<file path="config.mk">
export PLATFORM = sky130hd
export DESIGN_NAME = fp_add_normalizer_flat
export DESIGN_NICKNAME = d
export VERILOG_FILES = /design/src/rtl/fp_add_normalizer_if.sv /design/src/rtl/fp_add_normalizer.sv /design/src/flat_wrapper.sv
export SDC_FILE = /design/constraint.sdc
export NUM_CORES = 1
export LEC_CHECK = 0
export BUFFER_PORTS_ARGS = -buffer_cell sky130_fd_sc_hd__buf_2
export CAP_MARGIN = 0
export CELL_PAD_IN_SITES_DETAIL_PLACEMENT = 0
export CELL_PAD_IN_SITES_GLOBAL_PLACEMENT = 2
export CORE_MARGIN = 2
export CORE_UTILIZATION = 30
export DETAILED_ROUTE_END_ITERATION = 10
export GPL_TIMING_DRIVEN = 0
export PLACE_DENSITY = 0.85
export SLEW_MARGIN = 10
export SYNTH_ARGS = -nofsm -noshare
export SYNTH_HDL_FRONTEND = slang
export SYNTH_SLANG_ARGS = --single-unit
</file>
<file path="constraint.sdc">
create_clock -name clk -period 2.6 [get_ports clk]
set_input_delay 0.39 -clock clk [delete_from_list [all_inputs] [get_ports clk]]
set_output_delay 0.39 -clock clk [all_outputs]
set_load 0.1 [all_outputs]
</file>
<file path="src/rtl/fp_add_normalizer_if.sv">
// rtl/fp_add_normalizer_if.sv - upstream/downstream handshake bundle for fp_add_normalizer
interface fp_add_normalizer_if #(
    parameter int EXP_W  = 8,
    parameter int MANT_W = 23
);
    logic                    in_valid;
    logic                    in_ready;
    logic                    in_sign;
    logic [EXP_W-1:0]        in_exp;
    logic [MANT_W+1:0]       in_mant;
    logic                    out_valid;
    logic                    out_ready;
    logic [EXP_W+MANT_W:0]   out_result;
    logic                    out_ovf;
    logic                    out_unf;
    logic                    out_zero;

    modport slave (
        input  in_valid, in_sign, in_exp, in_mant, out_ready,
        output in_ready, out_valid, out_result, out_ovf, out_unf, out_zero
    );

    modport master (
        output in_valid, in_sign, in_exp, in_mant, out_ready,
        input  in_ready, out_valid, out_result, out_ovf, out_unf, out_zero
    );
endinterface

</file>
<file path="src/rtl/fp_add_normalizer.sv">
// rtl/fp_add_normalizer.sv - post-add significand normaliser with packed single-precision output
// Optional round-to-nearest-even on the carry right shift: FP_NORM_ROUND_NEAREST_EN
module fp_add_normalizer #(
    parameter int EXP_W  = 8,
    parameter int MANT_W = 23
) (
    input  logic                 clk,
    input  logic                 rst_n,
    fp_add_normalizer_if.slave   bus
);
    localparam int MW = MANT_W + 2;
    localparam logic [EXP_W:0] EXP_MAX = (EXP_W+1)'((1 << EXP_W) - 1);
    localparam logic [EXP_W:0] EXP_ONE = (EXP_W+1)'(1);

    typedef enum logic [1:0] {
        S_IDLE = 2'd0,
        S_NORM = 2'd1,
        S_DONE = 2'd2
    } state_t;

    state_t           r_state, w_state_nxt;
    logic             r_sign, w_sign_nxt;
    logic [EXP_W:0]   r_exp, w_exp_nxt;
    logic [MW-1:0]    r_mant, w_mant_nxt;
    logic             r_ovf, w_ovf_nxt;
    logic             r_unf, w_unf_nxt;
    logic             r_zero, w_zero_nxt;

    logic [MW-1:0]    w_shr;
    logic [MW-1:0]    w_rshift_mant;
    logic [EXP_W:0]   w_rshift_exp;

    assign w_shr = {1'b0, r_mant[MW-1:1]};

`ifdef FP_NORM_ROUND_NEAREST_EN
    // Dropped bit is exactly half an ulp, so only the tie-to-even case rounds up.
    logic             w_round;
    logic [MW-1:0]    w_rnd_sum;
    assign w_round   = r_mant[0] & r_mant[1];
    assign w_rnd_sum = w_shr + MW'(w_round);
    assign w_rshift_mant = w_rnd_sum[MW-1] ? {1'b0, w_rnd_sum[MW-1:1]} : w_rnd_sum;
    assign w_rshift_exp  = w_rnd_sum[MW-1] ? (r_exp + EXP_ONE + EXP_ONE) : (r_exp + EXP_ONE);
`else
    assign w_rshift_mant = w_shr;
    assign w_rshift_exp  = r_exp + EXP_ONE;
`endif

    always_ff @(posedge clk or negedge rst_n) begin
        if (!rst_n) begin
            r_state <= S_IDLE;
        end else begin
            r_state <= w_state_nxt;
        end
    end

    always_ff @(posedge clk or negedge rst_n) begin
        if (!rst_n) begin
            r_sign <= 1'b0;
            r_exp  <= '0;
            r_mant <= '0;
            r_ovf  <= 1'b0;
            r_unf  <= 1'b0;
            r_zero <= 1'b0;
        end else begin
            r_sign <= w_sign_nxt;
            r_exp  <= w_exp_nxt;
            r_mant <= w_mant_nxt;
            r_ovf  <= w_ovf_nxt;
            r_unf  <= w_unf_nxt;
            r_zero <= w_zero_nxt;
        end
    end

    always_comb begin
        w_state_nxt = r_state;
        w_sign_nxt  = r_sign;
        w_exp_nxt   = r_exp;
        w_mant_nxt  = r_mant;
        w_ovf_nxt   = r_ovf;
        w_unf_nxt   = r_unf;
        w_zero_nxt  = r_zero;
        case (r_state)
            S_IDLE: begin
                if (bus.in_valid) begin
                    w_state_nxt = S_NORM;
                    w_sign_nxt  = bus.in_sign;
                    w_exp_nxt   = {1'b0, bus.in_exp};
                    w_mant_nxt  = bus.in_mant;
                    w_ovf_nxt   = 1'b0;
                    w_unf_nxt   = 1'b0;
                    w_zero_nxt  = 1'b0;
                end
            end
            S_NORM: begin
                // One normalisation decision per edge; only the left shift stays here.
                if (r_exp == EXP_MAX) begin
                    w_state_nxt = S_DONE;
                end else if (r_mant[MW-1]) begin
                    w_state_nxt = S_DONE;
                    if (w_rshift_exp >= EXP_MAX) begin
                        w_exp_nxt  = EXP_MAX;
                        w_mant_nxt = '0;
                        w_ovf_nxt  = 1'b1;
                    end else begin
                        w_exp_nxt  = w_rshift_exp;
                        w_mant_nxt = w_rshift_mant;
                    end
                end else if (r_mant == '0) begin
                    w_state_nxt = S_DONE;
                    w_sign_nxt  = 1'b0;
                    w_exp_nxt   = '0;
                    w_zero_nxt  = 1'b1;
                end else if (r_mant[MANT_W]) begin
                    w_state_nxt = S_DONE;
                end else if (r_exp <= EXP_ONE) begin
                    w_state_nxt = S_DONE;
                    w_exp_nxt   = '0;
                    w_mant_nxt  = '0;
                    w_unf_nxt   = 1'b1;
                    w_zero_nxt  = 1'b1;
                end else begin
                    w_mant_nxt  = {r_mant[MW-2:0], 1'b0};
                    w_exp_nxt   = r_exp - EXP_ONE;
                end
            end
            S_DONE: begin
                if (bus.out_ready) begin
                    w_state_nxt = S_IDLE;
                end
            end
            default: begin
                w_state_nxt = S_IDLE;
            end
        endcase
    end

    // Outputs are forced to zero outside DONE so reset and idle look identical downstream.
    assign bus.in_ready   = (r_state == S_IDLE);
    assign bus.out_valid  = (r_state == S_DONE);
    assign bus.out_result = (r_state == S_DONE) ? {r_sign, r_exp[EXP_W-1:0], r_mant[MANT_W-1:0]} : '0;
    assign bus.out_ovf    = (r_state == S_DONE) & r_ovf;
    assign bus.out_unf    = (r_state == S_DONE) & r_unf;
    assign bus.out_zero   = (r_state == S_DONE) & r_zero;
endmodule

</file>
<file path="src/flat_wrapper.sv">
// flat-port wrapper written by rule: the top's interface ports become plain ports
module fp_add_normalizer_flat 
#(
    parameter int EXP_W  = 8,
    parameter int MANT_W = 23
)
  (clk, rst_n, bus_in_valid, bus_in_sign, bus_in_exp, bus_in_mant, bus_out_ready, bus_in_ready, bus_out_valid, bus_out_result, bus_out_ovf, bus_out_unf, bus_out_zero);
  fp_add_normalizer_if #(.EXP_W(EXP_W), .MANT_W(MANT_W)) bus_i ();
  input  logic clk;
  input  logic rst_n;
  input wire logic [$bits(bus_i.in_valid)-1:0] bus_in_valid;
  input wire logic [$bits(bus_i.in_sign)-1:0] bus_in_sign;
  input wire logic [$bits(bus_i.in_exp)-1:0] bus_in_exp;
  input wire logic [$bits(bus_i.in_mant)-1:0] bus_in_mant;
  input wire logic [$bits(bus_i.out_ready)-1:0] bus_out_ready;
  output wire logic [$bits(bus_i.in_ready)-1:0] bus_in_ready;
  output wire logic [$bits(bus_i.out_valid)-1:0] bus_out_valid;
  output wire logic [$bits(bus_i.out_result)-1:0] bus_out_result;
  output wire logic [$bits(bus_i.out_ovf)-1:0] bus_out_ovf;
  output wire logic [$bits(bus_i.out_unf)-1:0] bus_out_unf;
  output wire logic [$bits(bus_i.out_zero)-1:0] bus_out_zero;
  assign bus_i.in_valid = bus_in_valid;
  assign bus_i.in_sign = bus_in_sign;
  assign bus_i.in_exp = bus_in_exp;
  assign bus_i.in_mant = bus_in_mant;
  assign bus_i.out_ready = bus_out_ready;
  assign bus_in_ready = bus_i.in_ready;
  assign bus_out_valid = bus_i.out_valid;
  assign bus_out_result = bus_i.out_result;
  assign bus_out_ovf = bus_i.out_ovf;
  assign bus_out_unf = bus_i.out_unf;
  assign bus_out_zero = bus_i.out_zero;
  fp_add_normalizer #(.EXP_W(EXP_W), .MANT_W(MANT_W)) u_core (.clk(clk), .rst_n(rst_n), .bus(bus_i));
endmodule
</file>
# Word-level counts from Yosys, hierarchy flattened

Cells that the tools add are included.

Bits in registers: 40
Input bits: 38
Output and inout bits: 37
Logic and storage cells: 92

Add/sub/neg operators: 2
Order comparisons: 2
Eq/ne operators: 19
Muxes and demuxes: 45
Bitwise operators: 3
Reduce and logical (&&, ||, !) cells: 12

Operators with widths:

| operator              | count |
|---|---|
| $mux W25              | 5 |
| $mux W9               | 7 |
| $pmux W25 S2          | 1 |
| $mux W24              | 2 |
| $mux W32              | 1 |
| $logic_not A25 Y1     | 1 |
| $pmux W9 S2           | 1 |
| $mux W1               | 16 |
| $reduce_and A5 Y1     | 3 |
| $mux W2               | 7 |
| $ne A2 B2 Y1 const B  | 6 |
| $add A9 B1 Y9 const B | 1 |
| $eq A9 B8 Y1 const B  | 1 |
| $ge A9 B8 Y1 const B  | 1 |
| $le A9 B1 Y1 const B  | 1 |
| $sub A9 B1 Y9 const B | 1 |
| $ne A2 B1 Y1 const B  | 4 |
| $pmux W1 S2           | 4 |
| $reduce_and A4 Y1     | 2 |
| $reduce_and A7 Y1     | 1 |
| $ne A3 B2 Y1 const B  | 2 |
| $ne A6 B1 Y1 const B  | 1 |
| $pmux W2 S3           | 1 |
| $reduce_and A3 Y1     | 2 |
| other kinds (9)       | 11 |

# Logic depth before layout (Yosys ltp)

Gate-level depths: netlist of the first run.

Depth in word-level cells: 7
Mapped depth: 10
Gate-level depth less buffers: 9

# Least setup slack after synthesis of the first run

OpenSTA, ideal clock, no wires.

Path type: reg2out
Start: reg u_core.r_state[1]
End: out bus_out_result[18]
Data arrival time: 2557 ps
Data required time: 2210 ps
Slack: -347 ps
Stages on the path, launching flop included: 4
Buffers on the path: 1
Cell sequence: dfrtp_1 > nor2b_1 > clkbuf_1 > and2_1

Word-level cells in the longest chain between the ends: 2

RTL lines:

| what                     | line                     | RTL |
|---|---|---|
| start: declaration       | fp_add_normalizer.sv:21  | `state_t r_state, w_state_nxt;` |
| start signal: assignment | fp_add_normalizer.sv:52  | `r_state <= w_state_nxt;` |
| $eq A2 B2 Y1             | n/a                      |  |
| net bus_out_valid        | flat_wrapper.sv:17       | `output wire logic [$bits(bus_i.out_valid)-1:0] bus_out_valid;` |
| $mux W32                 | fp_add_normalizer.sv:140 | `assign bus.out_result = (r_state == S_DONE) ? {r_sign, r_exp[EXP_W-1:0], r_mant[MANT_W-1:0]} : '0;` |
| end: declaration         | flat_wrapper.sv:18       | `output wire logic [$bits(bus_i.out_result)-1:0] bus_out_result;` |

The timed path passes the listed nets, and every way through them passes these cells.

# Worst setup path in the final report of the first run

Start: reg u_core.r_exp[0]
End: reg u_core.r_mant[0]

Word-level cells in the longest chain between the ends: 6
Elaborated cells between the ends (all ways): 9
Those cells by class: 1 x add/sub; 1 x order compare; 2 x eq/ne; 4 x mux; 1 x reduce/logical

RTL lines:

| what                     | line                     | RTL |
|---|---|---|
| start: declaration       | fp_add_normalizer.sv:23  | `logic [EXP_W:0] r_exp, w_exp_nxt;` |
| start signal: assignment | fp_add_normalizer.sv:66  | `r_exp <= w_exp_nxt;` |
| $add A9 B1 Y9            | fp_add_normalizer.sv:45  | `assign w_rshift_exp = r_exp + EXP_ONE;` |
| $ge A9 B8 Y1             | fp_add_normalizer.sv:100 | `if (w_rshift_exp >= EXP_MAX) begin` |
| $mux W24                 | fp_add_normalizer.sv:100 |  |
| $mux W25                 | fp_add_normalizer.sv:98  | `end else if (r_mant[MW-1]) begin` |
| $mux W25                 | fp_add_normalizer.sv:96  | `if (r_exp == EXP_MAX) begin` |
| $pmux W25 S2             | fp_add_normalizer.sv:82  | `case (r_state)` |
| end signal: assignment   | fp_add_normalizer.sv:67  | `r_mant <= w_mant_nxt;` |
| end: declaration         | fp_add_normalizer.sv:24  | `logic [MW-1:0] r_mant, w_mant_nxt;` |

Parallel ways exist; a longest one is shown, timed or not. The select of a mux whose other input is x is not followed.
A chain may end at the register's enable or synchronous reset.

==> results of run 1 <==
worst reg2reg max path, delay by kind of cell, from the launching register on:
| kind | cells | cell delay, ns |
|---|---|---|
| mux | 1 | 0.34 |
| fa+ha+maj | 2 | 0.49 |
| flops | 1 | 0.47 |
| simple gates | 5 | 0.67 |
| compound gates | 1 | 0.22 |
| buf+inv | 1 | 0.20 |
final cells by class:
class | count | area, sq um
clock buffers | 6 | 72.6
clock inverters | 2 | 16.3
flip-flops and latches | 40 | 1000
inverters | 8 | 30.0
repair buffers | 75 | 408
plain buffers | 23 | 170
fillers | 1045 | 6340
multi-input cells | 249 | 1920
well taps | 136 | 170
metal layers:
metal,share of wire,vias to the layer above,GRT usage
li1,-,1326,-
met5,0,-,0
met1,0.45,1350,0.220
met2,0.49,73,0.270
met3,0.046,4,0.0371
met4,0.0067,0,0.0324
cells in the final DEF, fill, tap and decap left out, types with 3 or more instances in the layout:
cell type | Yosys | final
o211a_1 | 3 | 3
a31oi_1 | 3 | 3
inv_1 | 8 | 8
nand3_1 | 9 | 8
nor3_1 | 5 | 5
xor2_1 | 3 | 3
ha_1 | 5 | 4
buf_6 | 8 | 9
or2_2 | 3 | 3
a221o_1 | 20 | 20
o21ai_0 | 6 | 6
nand2_1 | 17 | 17
clkbuf_1 | 8 | 6
a311oi_1 | 4 | 4
mux2_2 | 5 | 5
and2_1 | 52 | 52
mux2_4 | 19 | 19
nand4_1 | 3 | 3
xnor2_1 | 5 | 5
nor2_1 | 21 | 21
buf_2 | 5 | 67
buf_4 | 2 | 3
clkbuf_8 | 0 | 5
nor4_1 | 6 | 6
a21oi_1 | 12 | 11
clkbuf_4 | 0 | 12
dfrtp_1 | 40 | 39
through the flow:
stage / setup WS [ns] / TNS, ns / std cells / hold WS, ns / cell area, sq um
2_1_floorplan: 0.111 / 0 / 320 / 0.0944 / 3080
3_3_place_gp: -0.324 / -5.67 / 530 / 0.475 / 3620
3_5_place_dp: -0.349 / -6.22 / 530 / 0.489 / 3620
4_1_cts: 0.00481 / 0 / 539 / 0.265 / 3750
5_1_grt: 0.00997 / 0 / 539 / 0.294 / 3790
6_report: 0.124 / 0 / 539 / 0.221 / 3790
cell families (layout without fill, tap and decap cells):
logic type / count (synthesis) / after routing / synth area share
AND/OR/NAND/NOR: 140 / 140 / 0.265
AO/OA/AOI/OAI: 71 / 71 / 0.190
flip-flops: 40 / 40 / 0.325
buffers and inverters: 31 / 114 / 0.0617
multiplexers: 24 / 24 / 0.111
XOR/XNOR: 9 / 9 / 0.0280
adder cells (fa/ha/maj): 5 / 5 / 0.0203
final timing paths:
path	slack, ns	cells after the start	end	from
setup reg to reg	0.12	10	u_core.r_mant[0]	u_core.r_exp[0]
min in group clk	0.30	2	u_core.r_state[1]	bus_out_ready
max in group asynchronous	1.74	1	u_core.r_exp[0]	rst_n
hold reg to reg	0.51	2	u_core.r_zero	u_core.r_zero
setup / recovery	0.12	10	u_core.r_mant[0]	u_core.r_exp[0]
hold / removal	0.22	1	u_core.r_exp[3]	rst_n
registers in the layout (all words and copies together) (netlist names):
| signal | count |
|---|---|
| u_core.r_zero | 1 |
| u_core.r_mant | 25 |
| u_core.r_ovf | 1 |
| u_core.r_exp | 9 |
| u_core.r_unf | 1 |
| u_core.r_sign | 1 |
| u_core.r_state | 2 |
timing repair:
item,4_1_cts,5_1_grt
endpoints found under the hold margin,0,0
hold buffers,0,0
setup buffers,1,0
pin swaps,1,1
resized for setup,11,17
setup endpoints to repair,29,48
==> key figures, run 1 <==
Global routing
  – GR Overflow Total: 0
  – Antenna violations before repair: 0
  – Number of global-route vias before repair: 2745
  – GRT Overall Usage: 0.164
  – Largest net degree at the start of global routing: 41
  – First-pass GRT wire length: 14600 um

Logic synthesis
  – Synth Register Bits: 40
  – Syn Nets: about 360
  – Share of Yosys cell area claimed by the top area cell type: 0.325
  – Most used DFF post-synth: dfrtp_1
  – Register area share after synthesis: 0.325
  – Async S/R FF share, synth: 1.00
  – Post-synthesis cell type count: 60
  – Synth Instances: 320
  – Mapped Area: 3080 sq um
  – Post-synth top cells: and2_1, dfrtp_1, nor2_1, a221o_1, mux2_4
  – Top post-synthesis cells by area: dfrtp_1, and2_1, mux2_4
  – Yosys Warn Count: 0
  – Most common cell in the netlist: and2_1
  – Synthesized area per cell: 9.63 sq um
  – Post-synth EDFFs: 0
  – Leading area contributor after synthesis: dfrtp_1

Timing
  – Final Hold Vio Count: 0
  – Min Clock Period, post-route: 2.48 ns
  – Period utilisation layout: 0.952
  – Relative slew slack: 0.370
  – Max Fclk: just over 0.4 GHz
  – Final clock skew: roughly 0.0093 ns
  – RSZ-0062 raised after global routing: false
  – Slew Viols, Final: 0
  – Setup violators final: 0
  – Transition time at the pin with the least slew margin: approximately 0.94 ns

Clocking
  – Clock latency on the worst-skew pair: 0.30 ns
  – Reg clk slew, reported paths: 0.09 ns
  – CTS tree: built
  – Cts bufs inserted: 5
  – Clock sinks: 40
  – Clk buf depth: 2
  – Master cell of the clock root buffer: clkbuf_8
  – CTS H-tree lvls: 2

Setup path
  – CP top delay family: simple AND/OR/NAND/NOR gates
  – Crit path required time: 2.78 ns
  – Buf/Inv on CP: 1
  – CP cell instances: ha_2, nand3_2, nor2_1, ha_1, nand2b_1, o21ai_2, nand2b_4, nor2_4, buf_6, mux2_2
  – WP data arrival: 2.66 ns
  – CP Class: reg2reg
  – Worst-path maximum fanout: 10
  – CP peak stage delay: 0.47 ns
  – Crit. End Element: flip-flop
  – Nature of the critical path startpoint: flip-flop
  – Slowest-stage cell, CP: dfrtp_2

Die
  – Die Y-Extent: between 100 and 150 um
  – Total core area: 10100 sq um
  – FP Rows: 37
  – Horiz. Die Dim: 105 um
  – Die area: 11100 sq um
  – IO Count: 75
  – Starting density of the core: 0.304

Finish
  – Fin util: 0.374
  – Share of layout cells above drive strength 1: 0.375
  – N_diodes: 0
  – Synth-to-Final Area Change: 23.1%
  – # nets final: 445

Flow run
  – Number of max-cap violations: 0

Drt
  – Post-route ant nets: 0
  – Number of DRC markers in iteration 0: 115
  – Final wirelength: about 9000 um
  – Initial DRT Pass Iterations: 4
  – Wire length per cell: 16.7 um
  – Via density: a little over 5
  – Via count: 2753
  – DRC Markers: 0

Min path
  – HP Class: in2async

Placed design
  – Buffers on Ports: 74
  – Post-detail-place hpwl: 6720 um
  – Final Wtd Congestion: slightly below 0.9

Outcome
  – Outcome: finished, final reports clean
Power of run 1 is not shown: default switching activity piles up to over one toggle a cycle in this logic, so the estimate is an artifact.
==> run 2, diff against run 1 <==
- CORE_MARGIN: 2 -> 4
- CTS_BUF_LIST: default -> sky130_fd_sc_hd__clkbuf_16
==> run 2 against run 1 <==
  * Sequential cell count unchanged
  * Register-to-register slack about the same
  * Critical path depth decreased by 6
  * Final cell count decreased by 0.56%
  * Fmax decreased by 2.1%
  * Final area increased by 1.8%
  * Critical path type is now reg2out
  * Worst hold slack improved by 0.0060 ns
  * Global-route usage decreased by 0.19 points
==> key figures, run 2 (same netlist as run 1, synthesis figures left out) <==
Timing
  – Min Clock Period, post-route: 2.53 ns (was 2.48 ns)
  – RSZ-0062 raised after global routing: true (was false)
  – Relative slew slack: 0.382 (was 0.370)
  – Final Hold Vio Count: 0 (unchanged)
  – Max Fclk: 0.396 GHz (was 0.404 GHz)
  – Sum Neg Setup Slack: 0 ns (unchanged)
  – Final clock skew: 0.00785 ns (was 0.00933 ns)
  – Period utilisation layout: 0.972 (was 0.952)
  – Slew Viols, Final: 0 (unchanged)
  – Setup ws final: 0.0723 ns (was 0.124 ns)
  – Setup violators final: 0 (unchanged)
  – Transition time at the pin with the least slew margin: 0.927 ns (was 0.945 ns)
  – WHS: 0.227 ns (was 0.221 ns)

Placed design
  – DP Cell Count: 527 (was 530)
  – Final Wtd Congestion: 0.832 (was 0.876)
  – DP Worst Slack: -0.342 ns (was -0.349 ns)
  – Buffers on Ports: 74 (unchanged)
  – Post-detail-place hpwl: 6790 um (was 6720 um)

Finish
  – Commonest cells after routing, fill and taps aside: buf_2, and2_1, dfrtp_1 (unchanged)
  – Share of layout cells above drive strength 1: 0.377 (was 0.375)
  – Largest registers: u_core.r_mant: 25 flops, u_core.r_exp: 9 flops, u_core.r_state: 2 flops (unchanged)
  – Most common cell after layout, fill and taps aside: buf_2 (unchanged)
  – Fin cells: 536 (was 539)
  – Filler Cells Inserted: 1065 (was 1045)
  – Largest Register: u_core.r_mant (unchanged)
  – # nets final: 445 (unchanged)
  – N_diodes: 0 (unchanged)
  – Largest register FFs: 25 (unchanged)
  – Synth-to-Final Area Change: 25.3% (was 23.1%)

Global routing
  – Number of global-route vias before repair: 2877 (was 2745)
  – First-pass GRT wire length: 15100 um (was 14600 um)
  – GRT Overall Usage: 0.162 (was 0.164)
  – Antenna violations before repair: 0 (unchanged)
  – GR Overflow Total: 0 (unchanged)
  – Largest net degree at the start of global routing: 41 (unchanged)

Outcome
  – Outcome: finished, final reports clean (unchanged)

Setup path
  – Worst-path maximum fanout: 10 (unchanged)
  – Crit path required time: 2.21 ns (was 2.78 ns)
  – CP Class: reg2out (was reg2reg)
  – Nature of the critical path startpoint: flip-flop (unchanged)
  – WP data arrival: 2.14 ns (was 2.66 ns)
  – Crit. End Element: primary output (was flip-flop)

Drt
  – Via density: 5.15 (was 5.11)
  – Final wirelength: 9250 um (was 9020 um)
  – Post-route ant nets: 0 (unchanged)
  – DRC Markers: 0 (unchanged)
  – Via count: 2759 (was 2753)
  – Wire length per cell: 17.3 um (was 16.7 um)
  – Initial DRT Pass Iterations: 4 (unchanged)
  – Number of DRC markers in iteration 0: 147 (was 115)

Clocking
  – Hold_buf cts: 0 (unchanged)
  – Clk buf depth: 2 (unchanged)
  – Cts bufs inserted: 5 (unchanged)
  – CTS H-tree lvls: 2 (unchanged)
  – Clock sinks: 40 (unchanged)
  – Clock latency on the worst-skew pair: 0.29 ns (was 0.30 ns)
  – CTS tree: built (unchanged)
  – Reg clk slew, reported paths: 0.07 ns (was 0.09 ns)
  – Master cell of the clock root buffer: clkbuf_16 (was clkbuf_8)

Die
  – Starting density of the core: 0.311 (was 0.304)
  – Horiz. Die Dim: 109 um (was 105 um)
  – FP Rows: 36 (was 37)
  – Die Y-Extent: 109 um (was 105 um)
  – Total core area: 9910 sq um (was 10100 sq um)
  – IO Count: 75 (unchanged)
  – Die area: 12000 sq um (was 11100 sq um)

Min path
  – HP Class: in2async (unchanged)

Flow run
  – Number of max-cap violations: 0 (unchanged)
## run 2: cell types whose count changed in the layout (fill, tap and decap cells not counted)
| cell | delta |
|---|---|
| buf_2 | +4 |
| bufinv_16 | +1 |
| clkbuf_1 | -1 |
| clkbuf_16 | +5 |
| clkbuf_4 | -4 |
| clkbuf_8 | -5 |
| clkinv_4 | -1 |
| inv_6 | +1 |
## run 2: area by class of cell
type	instances	area [sq um]	share of cell area
clock buffers	5	125	0.0324
repair buffers	75	398	0.103
multi-input cells	249	1920	0.498
flip-flops and latches	40	1000	0.259
well taps	133	166	0.0431
inverters	8	30.0	0.00777
plain buffers	23	170	0.0441
clock inverters	3	46.3	0.0120
## run 2: critical path: stages, from the launching register on
cell      delay (ns)
dfrtp_1         0.52
nor2b_2         0.38
clkbuf_1        0.35
and2_1          0.18
buf_2           0.42
## run 2: path summary, 6_finish.rpt
kind	startpoint	slack (ns)	to	cells past startpoint
worst max-delay path	u_core.r_state[1]	0.07	bus_out_result[5]	4
worst min-delay path	rst_n	0.23	u_core.r_exp[7]	1
worst max register to register	u_core.r_exp[0]	0.13	u_core.r_mant[0]	10
worst min register to register	u_core.r_zero	0.50	u_core.r_zero	2
max in group asynchronous	rst_n	1.75	u_core.r_exp[0]	1
min in group clk	bus_out_ready	0.30	u_core.r_state[1]	2
## run 2: per-stage QoR
| step | cell area, sq um | util |
|---|---|---|
| 3_3_place_gp | 3620 | 0.365 |
| 5_1_grt | 3860 | 0.390 |
| 3_5_place_dp | 3620 | 0.365 |
| 4_1_cts | 3810 | 0.385 |
| 6_report | 3860 | 0.390 |
| 2_1_floorplan | 3080 | - |
## run 2: timing repair
action                     CTS  global route
pin swaps                    1             2
setup endpoints to repair   47            42
resized for setup            8            16
buffers inserted             0             1
## run 2: routing by layer
layer / share of wire / GRT usage / vias to the layer above
met5: 0 / 0 / -
met4: 0.0037 / 0.0365 / 0
met3: 0.046 / 0.0276 / 4
met2: 0.47 / 0.255 / 78
met1: 0.48 / 0.232 / 1349
li1: - / - / 1328
Power of run 2 is left out for the same reason.
==> run 3, diff against run 2 <==
- CORE_UTILIZATION: 30 -> 33
- PLACE_DENSITY: 0.85 -> 0.89
- clock period: 2.6 -> 2.7 ns (I/O delays scaled with it)
==> run 3 against run 2 <==
  * Global-route usage grew 0.22 points
  * First-iteration DRC count decreased by 27%
  * Worst setup slack better by 0.12 ns
  * Worst hold slack gained 0.023 ns
  * Critical path depth did not move
  * Final cell count fell by 3.9%
  * Die area decreased by 8.4%
  * Final area decreased by 1.4%
  * Largest cell class unchanged
==> key figures, run 3 (same netlist as run 1, synthesis figures left out) <==
Die
  – Total core area: 9150 sq um (was 9910 sq um)
  – FP Rows: 35 (was 36)
  – IO Count: 75 (unchanged)
  – Starting density of the core: 0.337 (was 0.311)
  – Die Y-Extent: 105 um (was 109 um)
  – Die area: 11000 sq um (was 12000 sq um)
  – Horiz. Die Dim: 105 um (was 109 um)

Setup path
  – Slowest-stage cell, CP: dfrtp_1 (unchanged)
  – Buf/Inv on CP: 2 (unchanged)
  – Reg-to-Reg End: u_core.r_mant[0] (unchanged)
  – CP top delay family: buffers and inverters (unchanged)
  – Crit path required time: 2.30 ns (was 2.21 ns)
  – Worst-path maximum fanout: 10 (unchanged)
  – Nature of the critical path startpoint: flip-flop (unchanged)
  – CP peak stage delay: 0.50 ns (was 0.52 ns)
  – Crit. End Element: primary output (unchanged)
  – WP data arrival: 2.11 ns (was 2.14 ns)
  – CP Class: reg2out (unchanged)
  – CP cell instances: nor2b_2, clkbuf_1, and2_1, buf_2 (unchanged)
  – Reg2reg start: u_core.r_exp[0] (unchanged)
  – FF-to-FF path depth: 10 (unchanged)
  – R2r setup slk: 0.20 ns (was 0.13 ns)

Finish
  – Most common cell after layout, fill and taps aside: buf_2 (unchanged)
  – Largest Register: u_core.r_mant (unchanged)
  – Largest registers: u_core.r_mant: 25 flops, u_core.r_exp: 9 flops, u_core.r_state: 2 flops (unchanged)
  – Largest register FFs: 25 (unchanged)
  – Share of layout cells above drive strength 1: 0.371 (was 0.377)
  – Synth-to-Final Area Change: 23.5% (was 25.3%)
  – # nets final: 446 (was 445)
  – Fin util: 0.416 (was 0.390)
  – N_diodes: 0 (unchanged)
  – Design Area, Final: 3810 sq um (was 3860 sq um)
  – Commonest cells after routing, fill and taps aside: buf_2, and2_1, dfrtp_1 (unchanged)

Drt
  – Routed length on met3: 425 um (was 424 um)
  – Number of DRC markers in iteration 0: 107 (was 147)
  – Via density: 5.31 (was 5.15)
  – WL met2: 4260 um (was 4320 um)
  – DRC Markers: 0 (unchanged)
  – Via count: 2736 (was 2759)
  – Wire length per cell: 17.2 um (was 17.3 um)
  – Post-route ant nets: 0 (unchanged)
  – Final wirelength: 8870 um (was 9250 um)
  – Met1 WL: 4080 um (was 4460 um)
  – Top Metal Used: met4 (unchanged)
  – Initial DRT Pass Iterations: 4 (unchanged)

Clocking
  – Hold_buf cts: 0 (unchanged)
  – Cts bufs inserted: 5 (unchanged)
  – CTS tree: built (unchanged)
  – Clock latency on the worst-skew pair: 0.28 ns (was 0.29 ns)
  – CTS H-tree lvls: 2 (unchanged)
  – Master cell of the clock root buffer: clkbuf_16 (unchanged)
  – Reg clk slew, reported paths: 0.06 ns (was 0.07 ns)
  – Clk buf depth: 2 (unchanged)
  – Clock sinks: 40 (unchanged)

Flow run
  – Number of max-cap violations: 0 (unchanged)

Min path
  – HP Class: in2async (unchanged)

Timing
  – Max Fclk: roughly 0.4 GHz
  – Slew Viols, Final: 0 (unchanged)
  – WHS: 0.250 ns (was 0.227 ns)
  – Transition time at the pin with the least slew margin: 0.934 ns (was 0.927 ns)
  – Relative slew slack: 0.378 (was 0.382)
  – Setup violators final: 0 (unchanged)
  – Min Clock Period, post-route: between 2 and 3 ns
  – Period utilisation layout: 0.930
  – Final clock skew: 0.00785 ns (about the same)
  – Final Hold Vio Count: 0 (unchanged)
  – RSZ-0062 raised after global routing: false (was true)

Placed design
  – Final Wtd Congestion: 0.897 (was 0.832)
  – Buffers on Ports: 74 (unchanged)
  – Post-detail-place hpwl: 6610 um (was 6790 um)
  – Post-Place Cell Area: 3590 sq um (was 3620 sq um)

Global routing
  – Number of global-route vias before repair: 2846 (was 2877)
  – GR Overflow Total: 0 (unchanged)
  – GRT Overall Usage: 0.164 (was 0.162)
  – First-pass GRT wire length: 14800 um (was 15100 um)
  – Largest net degree at the start of global routing: 41 (unchanged)
  – Antenna violations before repair: 0 (unchanged)

Outcome
  – Outcome: finished, final reports clean (unchanged)
run 3: worst reg2reg max path, stage by stage, from the launching register on:
cell and delay (ns):
dfrtp_2 0.46, ha_2 0.25, nand3_2 0.12, nor2_1 0.06, ha_1 0.23, nand2b_1 0.19
o21ai_2 0.19, nand2b_2 0.16, nor2_4 0.17, buf_6 0.21, mux2_2 0.35
run 3: through the flow:
stage	setup TNS (ns)	cells	worst slack, ns
3_3_place_gp	-2.92	505	-0.215
4_1_cts	0	513	0.0120
3_5_place_dp	-3.16	505	-0.218
6_report	0	515	0.189
5_1_grt	0	515	0.0430
2_1_floorplan	0	320	0.211
run 3: area by class of cell:
type | instances | area [sq um]
Fill cell | 911 | 5340
Multi-Input combinational cell | 249 | 1920
Buffer | 23 | 169
Timing Repair Buffer | 76 | 385
Sequential cell | 40 | 1000
Clock inverter | 3 | 42.5
Clock buffer | 5 | 125
Inverter | 8 | 30.0
Tap cell | 111 | 139
run 3: layer usage:
layer  vias up  GRT usage
met4         0     0.0403
li1       1337          -
met3         8     0.0253
met2        82      0.276
met1      1309      0.221
met5         -          0
run 3: worst max path at each step:
| stage | slack (ns) | cells past startpoint | end | from |
|---|---|---|---|---|
| floorplan | 0.21 | 10 | u_core.r_mant[10] | u_core.r_exp[0] |
| global placement | -0.21 | 10 | u_core.r_mant[14] | u_core.r_exp[0] |
| detailed placement | -0.22 | 10 | u_core.r_mant[13] | u_core.r_exp[0] |
| CTS | 0.01 | 10 | u_core.r_mant[0] | u_core.r_exp[0] |
| global route | 0.04 | 10 | u_core.r_mant[0] | u_core.r_exp[0] |
| finish | 0.19 | 4 | bus_out_result[13] | u_core.r_state[1] |
run 3: repair_timing:
action,CTS,global route
gates cloned,0,0
setup endpoints to repair,25,35
resized for setup,6,5
pin swaps,0,1
buffers inserted,0,2
Power of run 3 is left out for the same reason.
